### config.mk
export PLATFORM = sky130hd
export DESIGN_NAME = alarm_ctrl_flat
export DESIGN_NICKNAME = d
export VERILOG_FILES = /design/src/rtl/alarm_ctrl_if.sv /design/src/rtl/alarm_ctrl.sv /design/src/flat_wrapper.sv
export SDC_FILE = /design/constraint.sdc
export NUM_CORES = 1
export LEC_CHECK = 0
export CAP_MARGIN = 10
export CORE_AREA = 2 2 94 51
export DETAILED_ROUTE_END_ITERATION = 12
export DIE_AREA = 0 0 96 53
export MAX_ROUTING_LAYER = met4
export PLACE_DENSITY = 0.72
export SETUP_SLACK_MARGIN = 0.15
export SLEW_MARGIN = 20
export SYNTH_ARGS = -nofsm -noshare
export SYNTH_HDL_FRONTEND = slang
export SYNTH_SLANG_ARGS = --single-unit
### constraint.sdc
create_clock -name clock -period 2.7 [get_ports clock]
set_input_delay 0.405 -clock clock [delete_from_list [all_inputs] [get_ports clock]]
set_output_delay 0.405 -clock clock [all_outputs]
set_load 0.005 [all_outputs]
### src/rtl/alarm_ctrl_if.sv
// Button, time and control signals between the alarm sequencer and its surroundings.
// The master side drives buttons/time/alarm values; the slave side is the sequencer.
interface alarm_ctrl_if;
  logic       tick_1s;
  logic       mode_btn;
  logic       inc_btn;
  logic       snooze_btn;
  logic       stop_btn;
  logic       arm_sw;
  logic [5:0] time_hour;
  logic [5:0] time_min;
  logic [5:0] time_sec;
  logic [5:0] alarm_hour;
  logic [5:0] alarm_min;
  logic       enable_hour;
  logic       setting_hour;
  logic       enable_min;
  logic       setting_min;
  logic       buzzer;
  logic [2:0] state;

  modport master (
    output tick_1s, mode_btn, inc_btn, snooze_btn, stop_btn, arm_sw,
    output time_hour, time_min, time_sec, alarm_hour, alarm_min,
    input  enable_hour, setting_hour, enable_min, setting_min, buzzer, state
  );

  modport slave (
    input  tick_1s, mode_btn, inc_btn, snooze_btn, stop_btn, arm_sw,
    input  time_hour, time_min, time_sec, alarm_hour, alarm_min,
    output enable_hour, setting_hour, enable_min, setting_min, buzzer, state
  );
endinterface

### src/rtl/alarm_ctrl.sv
// Alarm sequencer: steps through hour/minute setting and armed modes, rings the
// buzzer on an alarm match and handles snooze, stop and ring timeout.
module alarm_ctrl #(
  parameter int RING_SEC   = 60,
  parameter int SNOOZE_SEC = 30,
  parameter int MAX_SNOOZE = 3
) (
  input  logic         clock,
  input  logic         reset_hour,
  alarm_ctrl_if.slave  bus
);

  typedef enum logic [2:0] {
    IDLE   = 3'd0,
    SET_H  = 3'd1,
    SET_M  = 3'd2,
    ARMED  = 3'd3,
    RING   = 3'd4,
    SNOOZE = 3'd5
  } state_t;

  localparam logic [5:0] RING_LAST   = 6'(RING_SEC - 1);
  localparam logic [5:0] SNOOZE_LOAD = 6'(SNOOZE_SEC);
  localparam logic [2:0] MAX_CNT     = 3'(MAX_SNOOZE);
  localparam logic [5:0] TMR_MAX     = 6'h3f;

  // Button bit order: {stop, snooze, inc, mode}
  logic [3:0] btn_raw;
  logic [3:0] sync1_reg;
  logic [3:0] sync2_reg;
  logic [3:0] hist_reg;
  logic [3:0] btn_edge;

  assign btn_raw  = {bus.stop_btn, bus.snooze_btn, bus.inc_btn, bus.mode_btn};
  assign btn_edge = sync2_reg & ~hist_reg;

  logic mode_edge, inc_edge, snooze_edge, stop_edge;
  assign mode_edge   = btn_edge[0];
  assign inc_edge    = btn_edge[1];
  assign snooze_edge = btn_edge[2];
  assign stop_edge   = btn_edge[3];

  always_ff @(posedge clock or posedge reset_hour) begin
    if (reset_hour) begin
      sync1_reg <= '0;
      sync2_reg <= '0;
      hist_reg  <= '0;
    end else begin
      sync1_reg <= btn_raw;
      sync2_reg <= sync1_reg;
      hist_reg  <= sync2_reg;
    end
  end

  state_t     state_reg, state_next;
  logic [5:0] ring_tmr_reg, ring_tmr_next;
  logic [5:0] snooze_tmr_reg, snooze_tmr_next;
  logic [2:0] snooze_cnt_reg, snooze_cnt_next;
  logic       match;

  // Only a tick at second zero matches, so leaving RING/SNOOZE early never retriggers.
  assign match = (bus.time_hour == bus.alarm_hour) && (bus.time_min == bus.alarm_min) &&
                 (bus.time_sec == 6'd0) && bus.tick_1s;

  always_comb begin
    state_next      = state_reg;
    ring_tmr_next   = ring_tmr_reg;
    snooze_tmr_next = snooze_tmr_reg;
    snooze_cnt_next = snooze_cnt_reg;
    case (state_reg)
      IDLE: begin
        if (mode_edge)       state_next = SET_H;
        else if (bus.arm_sw) state_next = ARMED;
      end
      SET_H: begin
        if (mode_edge) state_next = SET_M;
      end
      SET_M: begin
        if (mode_edge) state_next = bus.arm_sw ? ARMED : IDLE;
      end
      ARMED: begin
        if (!bus.arm_sw)    state_next = IDLE;
        else if (mode_edge) state_next = SET_H;
        else if (match) begin
          state_next      = RING;
          ring_tmr_next   = 6'd0;
          snooze_cnt_next = 3'd0;
        end
      end
      RING: begin
        if (!bus.arm_sw)    state_next = IDLE;
        else if (stop_edge) state_next = ARMED;
        else if (snooze_edge && (snooze_cnt_reg < MAX_CNT)) begin
          state_next      = SNOOZE;
          snooze_tmr_next = SNOOZE_LOAD;
          snooze_cnt_next = snooze_cnt_reg + 3'd1;
        end else if (bus.tick_1s) begin
          if (ring_tmr_reg == RING_LAST)    state_next = ARMED;
          else if (ring_tmr_reg != TMR_MAX) ring_tmr_next = ring_tmr_reg + 6'd1;
        end
      end
      SNOOZE: begin
        if (!bus.arm_sw)    state_next = IDLE;
        else if (stop_edge) state_next = ARMED;
        else if (bus.tick_1s) begin
          if (snooze_tmr_reg == 6'd1) begin
            state_next    = RING;
            ring_tmr_next = 6'd0;
          end else if (snooze_tmr_reg != 6'd0) begin
            snooze_tmr_next = snooze_tmr_reg - 6'd1;
          end
        end
      end
      default: state_next = IDLE;
    endcase
  end

  logic enable_hour_reg, enable_min_reg, setting_hour_reg, setting_min_reg, buzzer_reg;

  // Outputs are registered from the next state so they line up with state_reg.
  always_ff @(posedge clock or posedge reset_hour) begin
    if (reset_hour) begin
      state_reg        <= IDLE;
      ring_tmr_reg     <= '0;
      snooze_tmr_reg   <= '0;
      snooze_cnt_reg   <= '0;
      enable_hour_reg  <= 1'b0;
      enable_min_reg   <= 1'b0;
      setting_hour_reg <= 1'b0;
      setting_min_reg  <= 1'b0;
      buzzer_reg       <= 1'b0;
    end else begin
      state_reg        <= state_next;
      ring_tmr_reg     <= ring_tmr_next;
      snooze_tmr_reg   <= snooze_tmr_next;
      snooze_cnt_reg   <= snooze_cnt_next;
      enable_hour_reg  <= (state_next == SET_H);
      enable_min_reg   <= (state_next == SET_M);
      setting_hour_reg <= (state_reg == SET_H) && inc_edge && !mode_edge;
      setting_min_reg  <= (state_reg == SET_M) && inc_edge && !mode_edge;
      buzzer_reg       <= (state_next == RING);
    end
  end

  assign bus.state        = state_reg;
  assign bus.enable_hour  = enable_hour_reg;
  assign bus.enable_min   = enable_min_reg;
  assign bus.setting_hour = setting_hour_reg;
  assign bus.setting_min  = setting_min_reg;
  assign bus.buzzer       = buzzer_reg;

endmodule
### src/flat_wrapper.sv
// flat-port wrapper written by rule: the top's interface ports become plain ports
module alarm_ctrl_flat 
#(
  parameter int RING_SEC   = 60,
  parameter int SNOOZE_SEC = 30,
  parameter int MAX_SNOOZE = 3
)
  (clock, reset_hour, bus_tick_1s, bus_mode_btn, bus_inc_btn, bus_snooze_btn, bus_stop_btn, bus_arm_sw, bus_time_hour, bus_time_min, bus_time_sec, bus_alarm_hour, bus_alarm_min, bus_enable_hour, bus_setting_hour, bus_enable_min, bus_setting_min, bus_buzzer, bus_state);
  alarm_ctrl_if bus_i ();
  input  logic clock;
  input  logic reset_hour;
  input wire logic [$bits(bus_i.tick_1s)-1:0] bus_tick_1s;
  input wire logic [$bits(bus_i.mode_btn)-1:0] bus_mode_btn;
  input wire logic [$bits(bus_i.inc_btn)-1:0] bus_inc_btn;
  input wire logic [$bits(bus_i.snooze_btn)-1:0] bus_snooze_btn;
  input wire logic [$bits(bus_i.stop_btn)-1:0] bus_stop_btn;
  input wire logic [$bits(bus_i.arm_sw)-1:0] bus_arm_sw;
  input wire logic [$bits(bus_i.time_hour)-1:0] bus_time_hour;
  input wire logic [$bits(bus_i.time_min)-1:0] bus_time_min;
  input wire logic [$bits(bus_i.time_sec)-1:0] bus_time_sec;
  input wire logic [$bits(bus_i.alarm_hour)-1:0] bus_alarm_hour;
  input wire logic [$bits(bus_i.alarm_min)-1:0] bus_alarm_min;
  output wire logic [$bits(bus_i.enable_hour)-1:0] bus_enable_hour;
  output wire logic [$bits(bus_i.setting_hour)-1:0] bus_setting_hour;
  output wire logic [$bits(bus_i.enable_min)-1:0] bus_enable_min;
  output wire logic [$bits(bus_i.setting_min)-1:0] bus_setting_min;
  output wire logic [$bits(bus_i.buzzer)-1:0] bus_buzzer;
  output wire logic [$bits(bus_i.state)-1:0] bus_state;
  assign bus_i.tick_1s = bus_tick_1s;
  assign bus_i.mode_btn = bus_mode_btn;
  assign bus_i.inc_btn = bus_inc_btn;
  assign bus_i.snooze_btn = bus_snooze_btn;
  assign bus_i.stop_btn = bus_stop_btn;
  assign bus_i.arm_sw = bus_arm_sw;
  assign bus_i.time_hour = bus_time_hour;
  assign bus_i.time_min = bus_time_min;
  assign bus_i.time_sec = bus_time_sec;
  assign bus_i.alarm_hour = bus_alarm_hour;
  assign bus_i.alarm_min = bus_alarm_min;
  assign bus_enable_hour = bus_i.enable_hour;
  assign bus_setting_hour = bus_i.setting_hour;
  assign bus_enable_min = bus_i.enable_min;
  assign bus_setting_min = bus_i.setting_min;
  assign bus_buzzer = bus_i.buzzer;
  assign bus_state = bus_i.state;
  alarm_ctrl #(.RING_SEC(RING_SEC), .SNOOZE_SEC(SNOOZE_SEC), .MAX_SNOOZE(MAX_SNOOZE)) u_core (.clock(clock), .reset_hour(reset_hour), .bus(bus_i));
endmodule
==> results.sh <==
export IMPL_outcome="completed"
export IMPL_slew_viol_final=0
export IMPL_ios=46
export IMPL_cts_htree_levels=2
export IMPL_worstSetupPathType="in -> reg"
export IMPL_clk_root_buffer_cell="clkbuf_8"
export IMPL_drt_pass1_iterations=4
export IMPL_seq_power_share_pct=47.5
export IMPL_vias=1552
export IMPL_clock_fmax_mhz=443
export IMPL_num_clock_sinks=35
export IMPL_grt_antenna_before_repair=0
export IMPL_coreArea_um2=4230
export IMPL_synth_edf_count=0
export IMPL_power_frac_comb_pct=25.4
export IMPL_fin_crit_sh_pct=83.6
export IMPL_timing_hold_violations_final=0
export IMPL_synthArstFlopShare_pct=100
export IMPL_finalWeightedCongestion=0.903
export IMPL_avgViaCountPerCell=5.28
export IMPL_die_w_um=96
export IMPL_power_density_over_the_cells_nw_per_um2=550
export IMPL_clock_skew_ps=6.91
export IMPL_slew_headroom_pct=63.7
export IMPL_cts_buffer_depth=2
export IMPL_total_leakage_power_nw=1.05
export IMPL_yosys_most_used_dff="dfrtp_1"
export IMPL_synth_largest_area_cell="dfrtp_1"
export IMPL_grt_max_degree=36
export IMPL_grt_pass1_vias=1481
export IMPL_global_route_overflow_total=0
export IMPL_synth_cell_type_count=52
export IMPL_worst_skew_pair_late_latency_ps=290
export IMPL_proportion_of_total_power_due_to_net_switching_pct=30.1
export IMPL_vdd_drop_max_mv=0.329
export IMPL_cts_post_setup_buffers_inserted=0
export IMPL_floorplan_die_height_um=53
export IMPL_tritoncts_num_buffers=5
export IMPL_number_of_antenna_violating_nets_in_the_routed_design=0
export IMPL_timing_final_ws_setup_ps=442
export IMPL_ff_latch_area_um2=876
export IMPL_syn_area_um2=1840
export IMPL_start_kind="primary input"
export IMPL_finish_instance_area_um2=2450
export IMPL_initialDrtViolationCount=79
export IMPL_crit_fanout=5
export IMPL_drt_drc_violations_left=0
export IMPL_worst_endpoint_required_ps=2880
export IMPL_io_buffers=45
export IMPL_rsz0062_at_grt="false"
export IMPL_post_synthesis_cells=185
export IMPL_power_share_clock_pct=27.1
export IMPL_diodes=0
export IMPL_synth_net_count=228
export IMPL_worst_pin_slew_ps=543
export IMPL_setup_viol=0
export IMPL_crit_arrival_ps=2440
export IMPL_synth_seq_area_share_pct=47.6
export IMPL_initial_core_util_pct=43.5
export IMPL_cp_end_kind="flip-flop"
export IMPL_hold_class="reg -> reg"
export IMPL_synthToLayoutAreaGrowth_pct=33.3
export IMPL_dp_final_hpwl_um=3380
export IMPL_multi_input_area_um2=916
export IMPL_routed_wl_um=4310
export IMPL_postCtsResizedCells=0
export IMPL_biggest_area_contributors_in_the_synthesized_netlist="dfrtp_1 48%, xor2_1 6.7%, nand2_1 3.9%, ha_1 3.4%, nor2_1 2.7%"
export IMPL_power_total_w=0.00135
export IMPL_count_of_yosys_warnings_during_synthesis=0
export IMPL_ys_ff_latch=35
export IMPL_post_drt_wl_per_cell_um=14.7
export IMPL_finish_utilization_pct=57.9
export IMPL_drv_max_cap_violation_count=0
export IMPL_timing_setup_tns_ps=0
export IMPL_yosysTopAreaCellShare_pct=47.6
export IMPL_avg_cell_area_syn_um2=9.94
export IMPL_final_net_count=279
export IMPL_cts_hold_buffers=0
export IMPL_grt_total_usage_pct=19.5
export IMPL_tritoncts="done"
export IMPL_place_area_um2=2370
export IMPL_dp_slack_ps=138
export IMPL_p_int_w=0.000942
export IMPL_placementRows=17
export IMPL_power_switching_w=0.000405
export IMPL_first_pass_grt_wire_length_um=7070
export IMPL_regToRegSetupSlack_ps=620
export IMPL_clk_pin_slew_ps=70
export IMPL_fill_cells=367
export IMPL_final_period_minus_worst_setup_slack_ps=2260
export IMPL_die_area_um2=5090
export IMPL_drive_gt1_share_pct=9.70
power groups by stage:
stage | Combinational, W | Sequential [W] | Clock, W
6_report | 0.000342 | 0.000640 | 0.000365
5_1_grt | 0.000378 | 0.000648 | 0.000406
4_1_cts | 0.000342 | 0.000638 | 0.000378
3_5_place_dp | 0.000340 | 0.000649 | 0
3_3_place_gp | 0.000337 | 0.000645 | 0
2_1_floorplan | 0.000206 | 0.000606 | 0
area by class of cell:
type	instances	area share, %
clock buffer	6	2.96
clock inverter	2	0.510
inverter	8	1.23
multi-input combinational	138	37.4
sequential	35	35.7
tap	57	2.91
timing repair buffer	48	19.3
routing by layer:
| layer | vias to the layer above | track usage [%] | wire [µm] |
|---|---|---|---|
| met5 | - | - | 0 |
| met4 | 0 | 6.19 | 46 |
| met3 | 6 | 7.12 | 656 |
| met2 | 82 | 27.5 | 1590 |
| met1 | 704 | 26.1 | 2020 |
| li1 | 760 | - | - |
path summary, 6_finish.rpt:
check | startpoint | endpoint | cells past startpoint
max in group asynchronous | reset_hour | u_core.bus.buzzer | 3
hold / removal | u_core.sync1_reg[2] | u_core.sync2_reg[2] | 0
hold reg to reg | u_core.sync1_reg[2] | u_core.sync2_reg[2] | 0
min in group asynchronous | reset_hour | u_core.sync1_reg[1] | 3
setup / recovery | bus_tick_1s | u_core.snooze_cnt_reg[1] | 7
setup reg to reg | u_core.snooze_tmr_reg[4] | u_core.ring_tmr_reg[0] | 6
cell families after synthesis:
group	after synthesis	synth area share (%)
AOI/OAI and AO/OA	35	13.7
and+or+nand+nor	80	23.8
buffers and inverters	12	2.59
muxes	2	1.16
DFF	35	47.6
xor gates and xnor gates	15	7.14
adders and majority gates	6	3.95
per-stage QoR:
step	hold WS, ps	instances
2_1_floorplan	331	185
3_3_place_gp	333	286
3_5_place_dp	337	286
4_1_cts	354	294
5_1_grt	360	294
6_report	350	294
worst max-delay path, stage by stage:
cell	delay, ps
clkdlybuf4s50_1	520
or4b_1	460
nor4_2	170
nand4_2	220
o21ai_2	300
o211ai_1	130
a32o_1	230
placed cells by master (no fill, tap or decap), types with 4 or more instances in the layout:
cell type	n
o211ai_1	4
clkbuf_8	5
nor3_1	5
nand4_1	4
xor2_1	14
clkdlybuf4s50_1	45
nand3_1	8
nand2_1	19
inv_1	8
dfrtp_1	35
nor2_1	13
ha_1	5
o21ai_0	7
nor2b_1	4
cells in the mapped netlist (3+ instances only):
cell type	instances
nor4_1	3
nand3_1	8
inv_1	8
nor3_1	5
o211ai_1	4
nor2b_1	4
o21ai_0	7
and3_1	3
a21oi_1	3
xor2_1	14
a31oi_1	3
ha_1	5
nand4_1	4
nor2_1	13
dfrtp_1	35
nand2_1	19
No activity file was read; power rests on OpenSTA's default activity.
